==> src/rtl/cnt_seq_monitor.sv <==
// cnt_seq_monitor
//   Downstream checker for the 3-bit fancy counter. Even values should dwell
//   EVEN_DWELL cycles, odd values ODD_DWELL cycles, and 7 wraps to 0.
//   The monitor samples cnt_in every clock and tracks the current value and how
//   long it has been held. It flags skipped values, short dwells and long dwells,
//   and counts clean wraps. It asserts locked after LOCK_N clean transitions in a row.
//
// Ports
//   clk          clock, all state on posedge
//   rst          asynchronous active-high reset
//   cnt_in[2:0]  sampled counter value (registered upstream)
//   cur_val[2:0] value currently being tracked
//   run_len[3:0] number of samples of cur_val, saturating at 15
//   trans_pulse  one-cycle pulse on a clean checked transition
//   wrap_pulse   one-cycle pulse on a clean checked 7->0 transition
//   wrap_cnt     count of wrap pulses, modulo 2^WRAP_W
//   locked       LOCK_N clean transitions seen since the last error or reset
//   err_pulse    one-cycle pulse on any violation
//   err_code     last error: 00 none, 01 skip, 10 underdwell, 11 overdwell
//   err_sticky   set on the first error, cleared only by rst
module cnt_seq_monitor #(
  parameter int EVEN_DWELL = 5,
  parameter int ODD_DWELL  = 1,
  parameter int LOCK_N     = 8,
  parameter int WRAP_W     = 8
) (
  input  logic              clk,
  input  logic              rst,
  input  logic [2:0]        cnt_in,
  output logic [2:0]        cur_val,
  output logic [3:0]        run_len,
  output logic              trans_pulse,
  output logic              wrap_pulse,
  output logic [WRAP_W-1:0] wrap_cnt,
  output logic              locked,
  output logic              err_pulse,
  output logic [1:0]        err_code,
  output logic              err_sticky
);

  localparam int CW = (LOCK_N < 1) ? 1 : $clog2(LOCK_N + 1);
  localparam logic [CW-1:0] LOCK_C = CW'(LOCK_N);
  localparam logic [3:0]    EVEN_D = 4'(EVEN_DWELL);
  localparam logic [3:0]    ODD_D  = 4'(ODD_DWELL);

  typedef enum logic {SYNC, TRACK} state_t;

  state_t        state;
  logic [CW-1:0] clean_cnt;

  logic       is_trans, skip, under, over, err_now, clean, wrap_now;
  logic [3:0] req_dwell;
  logic [1:0] code;

  // The checks are made against the value being left (cur_val) and its run length.
  always_comb begin
    is_trans  = (cnt_in != cur_val);
    req_dwell = cur_val[0] ? ODD_D : EVEN_D;
    skip      = is_trans && (cnt_in != cur_val + 3'd1);
    under     = is_trans && (run_len != req_dwell);
    // A run that has already reached its required length and is sampled again
    // would be too long.
    over      = !is_trans && (run_len == req_dwell);
    err_now   = (state == TRACK) && (skip || under || over);
    clean     = (state == TRACK) && is_trans && !skip && !under;
    wrap_now  = clean && (cnt_in == 3'd0);
    // A skip takes priority over an underdwell on the same transition.
    if (skip)       code = 2'b01;
    else if (under) code = 2'b10;
    else            code = 2'b11;
  end

  always_ff @(posedge clk or posedge rst) begin
    if (rst) begin
      state       <= SYNC;
      clean_cnt   <= '0;
      cur_val     <= '0;
      run_len     <= '0;
      trans_pulse <= 1'b0;
      wrap_pulse  <= 1'b0;
      wrap_cnt    <= '0;
      locked      <= 1'b0;
      err_pulse   <= 1'b0;
      err_code    <= 2'b00;
      err_sticky  <= 1'b0;
    end else begin
      if (is_trans) begin
        cur_val <= cnt_in;
        run_len <= 4'd1;
      end else if (run_len != 4'd15) begin
        run_len <= run_len + 4'd1;
      end

      trans_pulse <= clean;
      wrap_pulse  <= wrap_now;
      err_pulse   <= err_now;
      if (wrap_now) wrap_cnt <= wrap_cnt + 1'b1;

      case (state)
        // The first transition after reset or an error is taken as a
        // resynchronisation point and is not checked.
        SYNC: if (is_trans) state <= TRACK;
        TRACK: begin
          if (err_now) begin
            state      <= SYNC;
            err_code   <= code;
            err_sticky <= 1'b1;
            clean_cnt  <= '0;
            locked     <= 1'b0;
          end else if (clean) begin
            if (clean_cnt != LOCK_C) clean_cnt <= clean_cnt + 1'b1;
            if (clean_cnt >= LOCK_C - 1'b1) locked <= 1'b1;
          end
        end
        default: state <= SYNC;
      endcase
    end
  end

endmodule

==> config.mk <==
export PLATFORM = sky130hd
export DESIGN_NAME = cnt_seq_monitor
export DESIGN_NICKNAME = d
export VERILOG_FILES = /design/src/rtl/cnt_seq_monitor.sv
export SDC_FILE = /design/constraint.sdc
export NUM_CORES = 1
export LEC_CHECK = 0
export BUFFER_PORTS_ARGS = -buffer_cell sky130_fd_sc_hd__buf_2
export CORE_MARGIN = 5
export CORE_UTILIZATION = 35
export DETAILED_ROUTE_END_ITERATION = 6
export GPL_TIMING_DRIVEN = 1
export PLACE_DENSITY = 0.55
export SLEW_MARGIN = 20
export SYNTH_ARGS = -nofsm -noshare
export SYNTH_HDL_FRONTEND = slang
export SYNTH_SLANG_ARGS = --single-unit
==> constraint.sdc <==
create_clock -name clk -period 5 [get_ports clk]
set_input_delay 0.75 -clock clk [delete_from_list [all_inputs] [get_ports clk]]
set_output_delay 0.75 -clock clk [all_outputs]
set_load 0.005 [all_outputs]
==> results.md, run 1 <==
- Status: finished, final reports clean
- DR pass1 iterations: 4
- R2R depth: 6
- Post-synth ARST share: between 90% and 100%
- R2r setup slk: roughly 2.8 ns
- Crit Path Max Fanout: 15
- Hold Startpoint: err_sticky$_DFFE_PP0P_
- FF-to-FF End: wrap_cnt[1]$_DFFE_PP0P_
- RSZ-0062 raised after global routing: no
- Max-cap violations: 0
- Post-CTS Hold Buffers: 0
- Antenna cells: 0
- Post-Synth Simple-Gate Area: 18.69%
- Num rows: 22
- Die X: 72.62 µm
- Hold crit path type: reg -> reg
- Mux contribution to synthesized area: 1.914%
- Max-slew violations: 0
- Final nets: between 150 and 200
- Post-Syn Instances: 130
- Worst-path clk slew: 0.09 ns
- Mapped Area: 0.001373 mm²
- Critical Path Slowest Stage Cell: nor2_1
- Synth top cells by count: 27 x dfrtp_1, 13 x xnor2_1, 11 x nand3_1, 9 x inv_1, 8 x nand4_1
- Count leader, synth: dfrtp_1
- CP Capture Type: register
- IO Count: 27
- Post-Synthesis Net Count: about 140
- Vias in the first global route: 989
- WHS Path Cells: 1
- Leakage power: around 0.73 nW
- Tot GR Track Use: 11.42%
- Post-DR vias/cell: 5.124
- Synth Flop Type: dfrtp_1
- Setup TNS: 0 ns
- Slew @ Worst Pin: 0.9130 ns
- DRC Markers: 0
- Hold WS: ~0.47 ns
- Crit-path max cell delay: 0.72 ns
- Initial detailed-routing violation count: 25
- Min Tclk post-route: 2.224 ns
- Layout area overhead: 14.86%
- Initial antenna violation count: 0
- Final period utilization: between 40% and 50%
- Synthesized-area fraction occupied by adder cells: between 5 and 6%
- Area contributors post-synth: dfrtp_1 49%, xnor2_1 8.3%, ha_1 5.5%, nand3_1 4.0%, nand4_1 3.6%
- # port buffers: 26
- Die height: 72.62 µm
- Post-detailed-route count of antenna-violating nets: 0
- Crit Path Class: reg -> reg
- Final Setup Violations: 0
- Worst r2r src: run_len[1]$_DFFE_PP0P_
- Synth area leader: dfrtp_1
- Crit path buf inv count: 1
- Avg Inst Size Synth: 10.56 µm²
- XOR/XNOR share of the synthesized area: 10.57%
- Clk buf depth: 2
- DP HPWL: 2.109 mm
- Starting density of the core: 36.66%
- Share of cells above drive strength 1: 22.73%
- Delay-heaviest family, CP: simple AND/OR/NAND/NOR gates
- Fin. Hold Viols: 0
- Cells resized by post-CTS repair: 0
- Skew final: 0.005488 ns
- Worst vdd ir: 0.1230 mV
- Setup crit start kind: register
- Cells along the critical path: inv_1, ha_1, nand2b_1, nor2_1, nand3_1, mux2_2
- CP Data Required Time: just over 5 ns
- WL per Instance: between 10 and 15 µm
- Largest net degree at the start of global routing: 28
- Root Buffer: clkbuf_8
- Hold Path Sink: err_sticky$_DFFE_PP0P_
- EDFF count, synth: 0
- Seq/Total Area, Yosys: 49.23%
- Arr. time, crit path: 2.38 ns
- Synth Area in Compound Gates: 9.116%
- Post-Place Cell Area: 0.001531 mm²
- Main combinational cell family by area after synthesis: simple AND/OR/NAND/NOR gates
- Final instance area: roughly 0.0016 mm²
- Flops & latches, synth: 27
- Core area: 0.003744 mm²
- Clk Latency, worst-skew pair: approximately 0.27 ns
- CTS buffer count: 3
- Slew HR: 38.91%
- CTS tree: done
- Die footprint: roughly 0.0053 mm²
- Setup bufs post-CTS: 0
- Gr ovfl total: 0
- GP Congestion: roughly 0.81
- Power density cells: 314.2 mW/mm²
- Netlist cell types: 37
- Synth top area share: between 40% and 50%
- Global-route wire length before repair: 4.795 mm
- Fmax: 0.4496 GHz
- Syn. warnings: 0
- Total routed wirelength: 2.765 mm
- Clock sinks: 27
- CTS H-tree lvls: 1
- Vias: 1035
## power by group
part	internal, mW	switching [mW]	leakage [nW]
logic	0.0510	0.0614	0.363
clock network	0.0571	0.0669	0.0228
registers	0.240	0.0190	0.349
total	0.348	0.147	0.735
## flip-flops by register name, summed over array words and instances, names as in the netlist
| name | cells |
|---|---|
| err_sticky | 1 |
| wrap_cnt | 8 |
| run_len | 4 |
| wrap_pulse | 1 |
| err_pulse | 1 |
| state | 1 |
| err_code | 2 |
| trans_pulse | 1 |
| cur_val | 3 |
| locked | 1 |
| clean_cnt | 4 |
## cell type report
cell class              count  area (µm²)
fillers                   399        2167
flip-flops and latches     27       675.6
multi-input cells          87       628.1
repair buffers             26       130.1
well taps                  48       60.06
clock buffers               4       45.04
inverters                  10       37.54
## metal layers
| metal | track usage [%] | vias up | routed length, µm |
|---|---|---|---|
| li1 | - | 507 | - |
| met1 | 15.80 | 502 | 1274 |
| met2 | 17.74 | 21 | 1302 |
| met3 | 2.479 | 5 | 147 |
| met4 | 3.689 | 0 | 40 |
| met5 | 0 | - | 0 |
## cells by family (layout without fill, tap and decap cells)
family	count (synthesis)	in the layout
buffers and inverters	16	40
muxes	2	2
AOI/OAI and AO/OA	17	17
DFF	27	27
and+or+nand+nor	47	47
adders and majority gates	6	6
xor gates and xnor gates	15	15
## worst max path at each step
stage / start / to / depth (start not counted)
floorplan: cnt_in[1] / wrap_cnt[4]$_DFFE_PP0P_ / 3
global placement: cnt_in[2] / err_code[1]$_DFFE_PP0P_ / 5
detailed placement: cnt_in[2] / err_code[1]$_DFFE_PP0P_ / 5
CTS: run_len[1]$_DFFE_PP0P_ / wrap_cnt[1]$_DFFE_PP0P_ / 6
global route: run_len[0]$_DFFE_PP0P_ / wrap_cnt[1]$_DFFE_PP0P_ / 5
finish: run_len[1]$_DFFE_PP0P_ / wrap_cnt[1]$_DFFE_PP0P_ / 6
## worst register-to-register path: stages (launching register included)
cell and delay (ns):
dfrtp_1 0.45, inv_1 0.08, ha_1 0.14, nand2b_1 0.09, nor2_1 0.72, nand3_1 0.30, mux2_2 0.35
## cells in the final DEF (no fill, tap or decap), drive strengths merged, types with 2 or more instances in the layout
master,instances
xnor2,13
nand2b,2
nand4,8
o21a,2
nor3,4
nand2,4
o21ai,5
inv,9
nor2,7
or4,2
and3,3
ha,6
o211ai,2
clkbuf,4
mux2,2
nand3,11
dfrtp,27
buf,26
## per-stage QoR
stage	setup slack (ns)	power [mW]	utilization (%)	instances
2_1_floorplan	2.818	0.3410	-	130
3_3_place_gp	2.607	0.3752	40.91	198
3_5_place_dp	2.570	0.3781	40.91	198
4_1_cts	2.770	0.5015	42.11	202
5_1_grt	2.554	0.5233	42.11	202
6_report	2.776	0.4953	42.11	202
(Power assumes the default switching activity.)
==> inputs of run 2 (changes only) <==
--- a/config.mk
+++ b/config.mk
@@ -5,12 +5,13 @@
 export SDC_FILE = /design/constraint.sdc
 export NUM_CORES = 1
 export LEC_CHECK = 0
+export ABC_AREA = 1
 export BUFFER_PORTS_ARGS = -buffer_cell sky130_fd_sc_hd__buf_2
 export CORE_MARGIN = 5
 export CORE_UTILIZATION = 35
 export DETAILED_ROUTE_END_ITERATION = 6
 export GPL_TIMING_DRIVEN = 1
-export PLACE_DENSITY = 0.55
+export PLACE_DENSITY = 0.56
 export SLEW_MARGIN = 20
 export SYNTH_ARGS = -nofsm -noshare
 export SYNTH_HDL_FRONTEND = slang
==> constraint.sdc (replaced) <==
create_clock -name clk -period 1.8 [get_ports clk]
set_input_delay 0.27 -clock clk [delete_from_list [all_inputs] [get_ports clk]]
set_output_delay 0.27 -clock clk [all_outputs]
set_load 0.005 [all_outputs]
==> results.md, run 2 <==
- Largest net degree at the start of global routing: 28
- Area of the multi-input gates: 678.2 µm²
- Clk Latency, worst-skew pair: approximately 0.27 ns
- Final Setup Violations: 0
- Clock sinks: 27
- Worst setup slack after placement: 0.01407 ns
- Hold WS: 0.03903 ns
- Crit path buf inv count: 3
- Skew final: 0.003238 ns
- Netlist cell types: 24
- Arr. time, crit path: 1.84 ns
- Global-route wire length before repair: 4.968 mm
- Status: finished, final reports clean
- Final period utilization: between 90 and 100%
- Delay-heaviest family, CP: simple AND/OR/NAND/NOR gates
- Final WS setup: 0.1693 ns
- CP Data Required Time: 2.01 ns
- Crit-path max cell delay: between 0.3 and 0.4 ns
- Core area: 0.004029 mm²
- Overall power: 1.379 mW
- Total routed wirelength: around 2.8 mm
- Max-cap violations: 0
- CTS tree: done
- Post-layout util: 43.48%
- Synth top cells by count: 60 x nand2_1, 27 x dfrtp_1, 24 x inv_1, 10 x nor2_1, 9 x nand3_1
- EDFF count, synth: 0
- Synth area leader: dfrtp_1
- Die height: 74.62 µm
- Starting density of the core: between 30 and 40%
- Die X: 74.62 µm
- # port buffers: 26
- Crit Path Class: reg -> reg
- Avg Inst Size Synth: ~8.0 µm²
- Area contributors post-synth: dfrtp_1 46%, nand2_1 15%, inv_1 6.2%, ha_1 5.1%, xnor2_1 3.6%
- Most frequent cells in the layout: 59 x nand2_1, 27 x dfrtp_1, 26 x buf_2, 24 x inv_1
- Post-DR vias/cell: about 4.4
- Hold crit path type: in -> async
- DRC Markers: 0
- Die footprint: 0.005567 mm²
- Post-synth ARST share: 100.0%
- Fin. Hold Viols: 0
- Count leader, synth: nand2_1
- Post-Syn Instances: 182
- Post-detailed-route count of antenna-violating nets: 0
- Vias: 1178
- Most common cell after layout, fill and taps aside: nand2_1
- Layout area overhead: 19.86%
- Crit Path Max Fanout: 11
- Setup crit start kind: register
- Vias in the first global route: 1114
- Power density cells: 787.5 mW/mm²
- Largest regs: wrap_cnt: 8 flops, clean_cnt: 4 flops, run_len: 4 flops
- Seq/Total Area, Yosys: 46.23%
- Gr ovfl total: 0
- IO Count: 27
- Post-Synthesis Net Count: a little under 200
- GP Congestion: 0.7842
- Mapped Area: 0.001461 mm²
- Most flops, register: wrap_cnt
- Max reg flops: 8
- Initial antenna violation count: 0
- Root Buffer: clkbuf_8
- Flops & latches, synth: 27
- Initial detailed-routing violation count: 15
- Share of cells above drive strength 1: 23.72%
- CTS H-tree lvls: 1
- Antenna cells: 0
- Worst-path clk slew: roughly 0.090 ns
- Synth top area share: approximately 46%
- Leakage power: 1.002 nW
- Min Tclk post-route: ~1.6 ns
- Cells along the critical path: buf_4, xnor2_1, nand3_4, nand2_4, inv_2, nor2_4, nand2_4, inv_4, nand2_1, nand2_1
- Reg area: 675.6 µm²
- Fill cells: 420
- Clk buf depth: 2
- CP Capture Type: register
- Num rows: 23
- Syn. warnings: 0
- DR pass1 iterations: 2
- Critical Path Slowest Stage Cell: dfrtp_1
- Slew @ Worst Pin: roughly 0.34 ns
- WL per Instance: 10.62 µm
- Final nets: 227
- Worst vdd ir: 0.4379 mV
- Max-slew violations: 0
- Tot GR Track Use: ~11%
- Synth Flop Type: dfrtp_1
- CTS buffer count: 3
- Fmax: 0.6132 GHz
- Slew HR: between 70% and 80%
- DP HPWL: 2.139 mm
-- run 2: changes by cell type after synthesis, sizes merged, moves of 3 or more --
| cell | change |
|---|---|
| xor2 | +3 |
| and3 | -3 |
| nand2 | +60 |
| clkbuf | -3 |
| a21oi | +3 |
| xnor2 | -7 |
| inv | +19 |
| nor2 | +4 |
-- run 2: final timing paths --
| path | startpoint | endpoint | slack (ns) | depth (start not counted) |
|---|---|---|---|---|
| setup / recovery | cur_val[1]$_DFFE_PP0N_ | wrap_cnt[1]$_DFFE_PP0P_ | 0.17 | 10 |
| hold / removal | rst | run_len[1]$_DFFE_PP0P_ | 0.04 | 3 |
| setup reg to reg | cur_val[1]$_DFFE_PP0N_ | wrap_cnt[1]$_DFFE_PP0P_ | 0.17 | 10 |
| hold reg to reg | err_sticky$_DFFE_PP0P_ | err_sticky$_DFFE_PP0P_ | 0.47 | 1 |
| max in group asynchronous | rst | wrap_cnt[7]$_DFFE_PP0P_ | 1.50 | 3 |
| min in group clk | cnt_in[2] | cur_val[2]$_DFFE_PP0N_ | 0.16 | 1 |
-- run 2: cell families after synthesis --
logic type | count (synthesis) | synth area share [%]
buffers and inverters | 32 | 8.904
XOR/XNOR | 10 | 5.993
AO/OA/AOI/OAI | 10 | 4.282
flip-flops | 27 | 46.23
adder cells (fa/ha/maj) | 6 | 5.137
AND/OR/NAND/NOR | 97 | 29.45
-- run 2: layer usage --
layer  wire length, µm  GRT usage (%)  share of wire [%]
met5                 0              0                  0
met4                11          1.976               0.39
met3               111          3.338                3.9
met2              1300          17.95                 46
met1              1391          16.18                 49
-- run 2: final cells by class --
cell class,instances,share of cell area (%)
repair buffers,33,10.43
clock buffers,4,2.571
flip-flops and latches,27,38.57
multi-input cells,123,38.71
well taps,50,3.571
inverters,28,6.143
-- run 2: report_power, final --
group          total, mW  internal [mW]  switching (mW)  leakage [nW]
sequential         0.721          0.672          0.0491         0.351
combinational      0.319          0.128           0.191         0.629
clock              0.340          0.159           0.181        0.0228
-- run 2: worst min-delay path: stages --
cell	delay (ns)
buf_2	0.09
inv_1	0.04
buf_4	0.31
-- run 2: stage by stage --
step           instance area (µm²)  cells  setup TNS [ns]
5_1_grt                       1752    265       -0.002877
3_5_place_dp                  1674    260               0
6_report                      1752    265               0
4_1_cts                       1719    264               0
3_3_place_gp                  1674    260               0
2_1_floorplan                 1461    182               0
-- run 2: timing repair --
action | CTS | global route
setup endpoints to repair | 0 | 17
hold endpoints to repair | 0 | 0
buffers inserted | 0 | 1
resized for setup | 0 | 6
hold buffers | 0 | 0
==> inputs of run 3 (changes only) <==
--- a/config.mk
+++ b/config.mk
@@ -12,6 +12,7 @@
 export DETAILED_ROUTE_END_ITERATION = 6
 export GPL_TIMING_DRIVEN = 1
 export PLACE_DENSITY = 0.56
+export SETUP_SLACK_MARGIN = 0.3
 export SLEW_MARGIN = 20
 export SYNTH_ARGS = -nofsm -noshare
 export SYNTH_HDL_FRONTEND = slang
==> results.md, run 3 (same netlist as run 2, synthesis figures left out) <==
- Status: finished, final reports clean
- Worst vdd ir: around 0.46 mV
- GP Congestion: 0.7952
- Vias: around 1200
- Crit Path Class: reg -> reg
- Num rows: 23
- Starting density of the core: between 30% and 40%
- Die footprint: 0.005567 mm²
- Crit Path Max Fanout: 7
- Hold crit path type: in -> async
- Slew HR: 59.64%
- Arr. time, crit path: between 1.5 and 2 ns
- Die height: 74.62 µm
- CP Data Required Time: 2.02 ns
- Initial antenna violation count: 0
- Final period utilization: 90.70%
- DRC Markers: 0
- Clk Latency, worst-skew pair: about 0.27 ns
- Initial detailed-routing violation count: 39
- Post-detailed-route count of antenna-violating nets: 0
- Final nets: 231
- Share of cells above drive strength 1: 32.42%
- Hold WS: between 0.04 and 0.05 ns
- Largest regs: wrap_cnt: 8 flops, clean_cnt: 4 flops, run_len: 4 flops
- Post-DR vias/cell: around 4.6
- Reg area: 675.6 µm²
- Max reg flops: 8
- Clock sinks: 27
- Power density cells: 797.2 mW/mm²
- CP Capture Type: register
- Root Buffer: clkbuf_8
- Area of the multi-input gates: 743.2 µm²
- Cell Count Post-Placement: 260
- # port buffers: 26
- CTS buffer count: 3
- Final WS setup: 0.1674 ns
- IO Count: 27
- Fin. Hold Viols: 0
- Clk buf depth: 2
- Most flops, register: wrap_cnt
- Max-cap violations: 0
- Largest net degree at the start of global routing: 28
- CTS tree: done
- Antenna cells: 0
- Post-Place Cell Area: 0.001677 mm²
- DP HPWL: about 2.1 mm
- Post-layout util: a little under half
- Fill cells: 410
- Skew final: between 0.002 and 0.0025 ns
- CTS H-tree lvls: 1
- R2R depth: 11
- Final instance area: 0.001861 mm²
- Global-route wire length before repair: 5.043 mm
- Min Tclk post-route: 1.633 ns
- Layout area overhead: 27.31%
- Overall power: 1.483 mW
- WL per Instance: 11.16 µm
- Leakage power: 1.026 nW
- Setup TNS: 0 ns
- Final Instance Count excl. Fillers: 269
- Gr ovfl total: 0
- Worst setup slack after placement: 0.05722 ns
- Die X: 74.62 µm
- Tot GR Track Use: between 10% and 20%
- Post-CTS Hold Buffers: 0
- Most frequent cells in the layout: 54 x nand2_1, 27 x dfrtp_1, 26 x buf_2, 22 x inv_1, 9 x nand2_2
- Slew @ Worst Pin: about 0.60 ns
- Max-slew violations: 0
- Setup crit start kind: register
- RSZ-0062 raised after global routing: yes
- Most common cell after layout, fill and taps aside: nand2_1
- Vias in the first global route: 1131
- Worst-path clk slew: 0.09 ns
- Core area: approximately 0.0040 mm²
- Fmax: 0.6125 GHz
- Total routed wirelength: approximately 3 mm
- Final Setup Violations: 0
- DR pass1 iterations: 4
==> run 3: cell types whose count changed in the layout (fill, tap and decap cells not counted), moves of 2 or more <==
cell,previous run,this run
buf_6,0,4
nand2_1,59,54
nand2_2,3,9
a21oi_2,0,2
nor2_1,9,7
inv_1,24,22
a21oi_1,4,2
o21ai_0,2,0
==> run 3: what timing repair did <==
item                       4_1_cts  5_1_grt
hold endpoints to repair         0        0
setup endpoints to repair       19       20
gates resized for setup          9       19
gates cloned                     1        0
buffers inserted                 4        0
pin swaps                        4        5
==> run 3: worst max-delay path, stage by stage (launching register included) <==
cell     delay, ns
dfrtp_1       0.43
ha_4          0.29
inv_2         0.02
nand2_1       0.04
nand2_1       0.06
nor2_2        0.11
nand4_2       0.11
nor2_4        0.17
nand2_4       0.12
inv_6         0.12
nand2_1       0.05
nand2_1       0.06
==> run 3: final cells by class <==
type	instances	area share [%]
multi-input combinational	124	39.95
sequential	27	36.31
timing repair buffer	36	11.84
inverter	28	6.052
tap	50	3.362
clock buffer	3	2.219
clock inverter	1	0.2690
==> run 3: power by group <==
part,internal (mW),switching (mW)
Sequential,0.672,0.0545
Clock,0.155,0.188
Combinational,0.182,0.232
==> run 3: final timing paths <==
kind,start,to,slack (ns)
max,cur_val[0]$_DFFE_PP0N_,wrap_cnt[1]$_DFFE_PP0P_,0.17
min,rst,err_sticky$_DFFE_PP0P_,0.04
max reg2reg,cur_val[0]$_DFFE_PP0N_,wrap_cnt[1]$_DFFE_PP0P_,0.17
min reg2reg,err_sticky$_DFFE_PP0P_,err_sticky$_DFFE_PP0P_,0.49
max in group asynchronous,rst,clean_cnt[0]$_DFFE_PP0P_,1.50
min in group clk,cnt_in[2],cur_val[2]$_DFFE_PP0N_,0.16
==> run 3: per-layer routing <==
layer | track usage (%) | up-vias | wire [µm]
met3 | 2.403 | 4 | 116
met1 | 15.69 | 568 | 1437
met4 | 3.557 | 0 | 43
met2 | 18.83 | 26 | 1406
li1 | - | 637 | -
met5 | 0 | - | 0
